--- src/rtl/dmem_access_ctrl.sv ---
// MEM-stage sequencer for a single-port handshaked data memory: byte-lane alignment,
// misaligned accesses split into two word transactions, load extension and ack timeout.
module dmem_access_ctrl #(
   parameter int unsigned TIMEOUT = 16
) (
   input  logic        clk_i,
   input  logic        rst_i,
   input  logic        load_i,
   input  logic        store_i,
   input  logic [1:0]  width_i,
   input  logic        sign_ext_i,
   input  logic [31:0] addr_i,
   input  logic [31:0] wdata_i,
   output logic        stall_o,
   output logic [31:0] rdata_o,
   output logic        err_o,
   output logic        mem_req_o,
   output logic        mem_we_o,
   output logic [29:0] mem_addr_o,
   output logic [3:0]  mem_be_o,
   output logic [31:0] mem_wdata_o,
   input  logic [31:0] mem_rdata_i,
   input  logic        mem_ack_i
);

   localparam int unsigned CW = (TIMEOUT > 1) ? $clog2(TIMEOUT) : 1;
   localparam logic [CW-1:0] CNT_LAST = CW'(TIMEOUT - 1);

   typedef enum logic [1:0] {IDLE, ACC0, ACC1, DONE} state_t;

   state_t        state_q, state_d;
   logic [CW-1:0] cnt_q, cnt_d;
   logic [1:0]    off_q, off_d;
   logic [1:0]    width_q, width_d;
   logic          sign_q, sign_d;
   logic          split_q, split_d;
   logic [3:0]    be_hi_q, be_hi_d;
   logic [31:0]   wdata_hi_q, wdata_hi_d;
   logic [31:0]   lo_q, lo_d;
   logic          req_d, we_d, err_d;
   logic [29:0]   addr_d;
   logic [3:0]    be_d;
   logic [31:0]   wdata_d, rdata_d;

   logic [3:0]    size_mask;
   logic [7:0]    m8;
   logic [63:0]   w64;

   // Shift the two captured words down to the access offset, then truncate and extend.
   function automatic logic [31:0] load_ext(input logic [63:0] raw, input logic [1:0] off,
                                            input logic [1:0] width, input logic sign);
      logic [31:0] r;
      r = 32'(raw >> {off, 3'b000});
      case (width)
         2'b00:   load_ext = sign ? {{24{r[7]}}, r[7:0]}   : {24'b0, r[7:0]};
         2'b01:   load_ext = sign ? {{16{r[15]}}, r[15:0]} : {16'b0, r[15:0]};
         default: load_ext = r;
      endcase
   endfunction

   always_comb begin
      case (width_i)
         2'b00:   size_mask = 4'b0001;
         2'b01:   size_mask = 4'b0011;
         default: size_mask = 4'b1111;
      endcase
      m8  = {4'b0, size_mask} << addr_i[1:0];
      w64 = {32'b0, wdata_i} << {addr_i[1:0], 3'b000};
   end

   assign stall_o = (load_i | store_i) && (state_q != DONE);

   // NOTE: every signal is given a default before the case so no path leaves it unassigned (no latches).
   always_comb begin
      state_d    = state_q;
      cnt_d      = cnt_q;
      off_d      = off_q;
      width_d    = width_q;
      sign_d     = sign_q;
      split_d    = split_q;
      be_hi_d    = be_hi_q;
      wdata_hi_d = wdata_hi_q;
      lo_d       = lo_q;
      req_d      = mem_req_o;
      we_d       = mem_we_o;
      addr_d     = mem_addr_o;
      be_d       = mem_be_o;
      wdata_d    = mem_wdata_o;
      rdata_d    = '0;
      err_d      = 1'b0;

      case (state_q)
         IDLE: begin
            if (load_i | store_i) begin
               state_d    = ACC0;
               cnt_d      = '0;
               off_d      = addr_i[1:0];
               width_d    = width_i;
               sign_d     = sign_ext_i;
               split_d    = |m8[7:4];
               be_hi_d    = m8[7:4];
               wdata_hi_d = store_i ? w64[63:32] : '0;
               req_d      = 1'b1;
               we_d       = store_i;
               addr_d     = addr_i[31:2];
               be_d       = m8[3:0];
               wdata_d    = store_i ? w64[31:0] : '0;
            end
         end
         ACC0, ACC1: begin
            if (mem_ack_i) begin
               if (state_q == ACC0 && split_q) begin
                  state_d = ACC1;
                  cnt_d   = '0;
                  lo_d    = mem_rdata_i;
                  addr_d  = mem_addr_o + 30'd1;
                  be_d    = be_hi_q;
                  wdata_d = wdata_hi_q;
               end else begin
                  state_d = DONE;
                  req_d   = 1'b0;
                  we_d    = 1'b0;
                  be_d    = '0;
                  wdata_d = '0;
                  if (!mem_we_o)
                     rdata_d = (state_q == ACC0)
                             ? load_ext({32'b0, mem_rdata_i}, off_q, width_q, sign_q)
                             : load_ext({mem_rdata_i, lo_q}, off_q, width_q, sign_q);
               end
            end else if (cnt_q == CNT_LAST) begin
               // Abort: any remaining split half is skipped.
               state_d = DONE;
               err_d   = 1'b1;
               req_d   = 1'b0;
               we_d    = 1'b0;
               be_d    = '0;
               wdata_d = '0;
            end else begin
               cnt_d = cnt_q + CW'(1);
            end
         end
         default: state_d = IDLE;
      endcase
   end

   // NOTE: sequential state uses non-blocking assignments so all registers update together at the edge.
   always_ff @(posedge clk_i or negedge rst_i) begin
      if (!rst_i) begin
         state_q     <= IDLE;
         cnt_q       <= '0;
         off_q       <= '0;
         width_q     <= '0;
         sign_q      <= 1'b0;
         split_q     <= 1'b0;
         be_hi_q     <= '0;
         wdata_hi_q  <= '0;
         lo_q        <= '0;
         mem_req_o   <= 1'b0;
         mem_we_o    <= 1'b0;
         mem_addr_o  <= '0;
         mem_be_o    <= '0;
         mem_wdata_o <= '0;
         rdata_o     <= '0;
         err_o       <= 1'b0;
      end else begin
         state_q     <= state_d;
         cnt_q       <= cnt_d;
         off_q       <= off_d;
         width_q     <= width_d;
         sign_q      <= sign_d;
         split_q     <= split_d;
         be_hi_q     <= be_hi_d;
         wdata_hi_q  <= wdata_hi_d;
         lo_q        <= lo_d;
         mem_req_o   <= req_d;
         mem_we_o    <= we_d;
         mem_addr_o  <= addr_d;
         mem_be_o    <= be_d;
         mem_wdata_o <= wdata_d;
         rdata_o     <= rdata_d;
         err_o       <= err_d;
      end
   end

endmodule

--- config.mk ---
export PLATFORM = sky130hd
export DESIGN_NAME = dmem_access_ctrl
export DESIGN_NICKNAME = d
export VERILOG_FILES = /design/src/rtl/dmem_access_ctrl.sv
export SDC_FILE = /design/constraint.sdc
export NUM_CORES = 1
export LEC_CHECK = 0
export CORE_AREA = 2 2 181 183
export DETAILED_ROUTE_END_ITERATION = 6
export DIE_AREA = 0 0 183 185
export HOLD_SLACK_MARGIN = 0.12
export PLACE_DENSITY = 0.56
export SYNTH_ARGS = -nofsm -noshare
export SYNTH_HDL_FRONTEND = slang
export SYNTH_SLANG_ARGS = --single-unit
--- constraint.sdc ---
create_clock -name clk_i -period 2.4 [get_ports clk_i]
set_clock_uncertainty 0.1 [all_clocks]
set_input_delay 0.48 -clock clk_i [delete_from_list [all_inputs] [get_ports clk_i]]
set_output_delay 0.48 -clock clk_i [all_outputs]
set_load 0.02 [all_outputs]
==> qor.csv <==
metric,value,unit
count of final max-slew check failures,0,
Worst Reg2Reg Path Length in Cells,8,
Worst Path Arrival,2510,ps
routed length per instance,19.59,µm
Max rail drop VDD,0.6415,mV
number of nets produced by synthesis,1066,
vertical die dimension,185,µm
fraction of power consumed by the clock network,15.8,%
Max Cap Viol,0,
origin of the critical flop-to-flop path,state_q[0],
site row count,66,
number of cells on the worst hold path,2,
Lkg Pwr,5.922,nW
relative max-transition margin,46.60,%
Die Span X,183,µm
first-pass iteration count of the detailed router,5,
final number of hold-violating endpoints,0,
portion of the post-synthesis area used by sequential elements,45.33,%
Total Nets Final,1330,
Die Area,33860,µm²
clock tree from TritonCTS,yes,
clock tree root driver cell,clkbuf_16,
placed cell count,1608,
IO Count,206,
total inserted antenna cells,0,
number of routed nets with antenna violations,0,
cell-internal power,10.96,mW
overall via count from detail_route,8621,
placer's final routability congestion estimate,0.8497,
number of antenna violations at the first check in global routing,1,
Required @ worst endpoint,2610,ps
Comb pwr share,56.8,%
Initial Util,29.63,%
Async SR Flop Fraction,100.0,%
"FF+latch count, synth",172,
Syn. warnings,0,
wire length of the first global-routing pass,49.78,mm
worst hold path type,reg2reg,
global routing usage summed across all routing layers,19.03,%
"final std cell area, no fill",13480,µm²
Non-Filler Instances,1642,
average instance area after synthesis,9.921,µm²
Post-Syn Instances,957,
Congestion Overflow GR,0,
H-tree levels,4,
Worst setup EP type,flop,
Final min period,2300,ps
area of the core,32040,µm²
leading cell types by total area after synthesis,"dfrtp_1 45%, mux2i_1 10%, mux2_2 5.6%",
share of post-route cells with drive strength above 1,18.40,%
transition time at the pin with the least slew margin,798.0,ps
startpoint of the worst setup timing path,state_q[0],
cell taking the most area after synthesis,dfrtp_1,
post-detailed-placement half-perimeter wirelength,23.63,mm
GR Layer Usage met1,25.81,%
status,finished clean,
starting DRC count in detailed routing,577,
Port-buffer cells,205,
share of the cycle needed by the critical path after routing,95.83,%
ratio of total power to cell area,1404,nW/µm²
sort of element at the start of the critical path,flop,
maximum clock path buffer count,2,
switching fraction of total power,42.07,%
Fmax achieved,434.8,MHz
Residual DRC,0,
layer carrying the most global-route usage,met2,
dominant synthesized flop cell,dfrtp_1,
Seq pwr share,27.3,%
count of flip-flops with a built-in enable after synthesis,0,
Routed WL,32.17,mm
area of the multi-input gates,4908,µm²
power dissipated by switching net loads,7.960,mW
clock buffers created by TritonCTS,17,
Sink Count,172,
share of the synthesized area in the top cell type,45.33,%
Min Hold Slack,371.3,ps
count of filler cells inserted in the layout,3106,
# setup viols final,0,
register area,4307,µm²
Setup CP Type,reg2reg,
post-synth cell types,65,
maximum net fanout on the critical path,8,
met2 demand-to-capacity share in global routing,30.48,%
source-to-sink clock delay at the later pin of the worst-skew pair,440,ps
maximum number of pins on one net before global-route repair,53,
vias in the first global route,8585,
Post-DP Area,12780,µm²
area growth from synthesis to layout,41.95,%
hold path startpoint,be_hi_q[2],
ratio of routed vias to standard cells,5.250,
clock input transition at the sequential cells of the worst setup and hold paths,70,ps
mapped cell area,9494,µm²
M3 GR Usage,3.539,%
flip-flops by register name (all words and copies together), names as in the netlist:
signal       cells
off_q            2
split_q          1
mem_we_o         1
err_o            1
be_hi_q          3
cnt_q            4
lo_q            32
rdata_o         32
wdata_hi_q      24
mem_wdata_o     32
sign_q           1
mem_be_o         4
mem_req_o        1
width_q          2
mem_addr_o      30
state_q          2
placed cells by master, fill, tap and decap left out, types with 14 or more instances in the layout:
cell / netlist / final
clkdlybuf4s50_1: 0 / 201
dfrtp_1: 172 / 170
nor2_1: 104 / 100
mux2i_1: 96 / 96
buf_4: 2 / 89
nand2_1: 81 / 80
a21oi_1: 69 / 69
mux2_2: 47 / 47
o21ai_0: 47 / 47
a221oi_1: 33 / 33
inv_1: 20 / 19
o22ai_1: 18 / 18
nand3_1: 18 / 17
clkbuf_16: 0 / 17
buf_12: 0 / 16
nor3_1: 14 / 14
worst max-delay path: stages (launching register included):
cell and delay, ps:
dfrtp_1 390, inv_2 70, ha_4 300, nand2_4 90, or3b_2 520, nor2_2 140
a21oi_1 80, buf_4 200, a221oi_1 290
path summary, 6_finish.rpt:
kind | endpoint | slack, ps
max in group asynchronous | wdata_hi_q[8] | 1050
hold / removal | be_hi_q[2] | 370
hold reg to reg | be_hi_q[2] | 370
min in group asynchronous | rdata_o[3] | 500
setup reg to reg | rdata_o[8] | 100
setup / recovery | rdata_o[8] | 100
per-layer routing:
metal	part of all wire (%)	routed length (µm)
met5	0.050	16
met4	2.5	809
met3	4.8	1530
met2	47	15160
met1	46	14660
power groups by stage:
stage                     clock network [mW]  logic, mW  registers, mW
final                                   3.00       10.8           5.17
after global routing                    3.21       11.6           5.35
after CTS                               3.07       10.7           5.17
after detailed placement                   0       10.7           5.20
after global placement                     0       10.5           5.19
after floorplan                            0       5.20           5.85
cells by family (layout without fill, tap and decap cells):
kind of cell,Yosys count,count (layout),synth area share [%]
AO/OA/AOI/OAI,248,248,17.65
AND/OR/NAND/NOR,292,292,14.80
multiplexers,151,151,17.59
XOR/XNOR,1,1,0.09227
flip-flops,172,172,45.33
adder cells (fa/ha/maj),5,5,0.6589
buffers and inverters,88,365,3.875
layout make-up:
class / count / share of cell area, %
Clock inverter: 13 / 1.318
Timing Repair Buffer: 312 / 22.64
Tap cell: 408 / 3.788
Sequential cell: 172 / 31.96
Multi-Input combinational cell: 697 / 36.42
Clock buffer: 19 / 3.287
Inverter: 21 / 0.5849
metrics by stage:
step	power (mW)	setup WS (ps)	utilization, %	setup TNS (ps)
global placement	15.73	-240.0	39.90	-5248
finish	18.92	100.1	42.06	0
floorplan	11.04	32.77	-	0
global route	20.21	-12.21	42.06	-17.02
CTS	18.96	22.63	41.93	0
detailed placement	15.86	-322.8	39.90	-7102
Yosys cell counts (all sizes together) (8+ instances only):
cell type / n
a22o: 9
nor4: 8
o211ai: 9
nor2: 104
mux4: 8
a21o: 9
nand3: 19
mux2: 47
clkbuf: 41
nor3: 14
dfrtp: 172
and2: 11
o22ai: 18
mux2i: 96
nand2: 81
o21ai: 48
inv: 20
nor2b: 10
and3: 11
buf: 26
a21oi: 69
a221oi: 33
what timing repair did:
item	CTS	global route
hold buffers	1	0
endpoints found under the setup margin	26	35
hold endpoints to repair	47	0
setup buffers	0	1
resized for setup	6	8
pin swaps	0	2
gates cloned	0	0
Power figures use the tool's default switching activity.
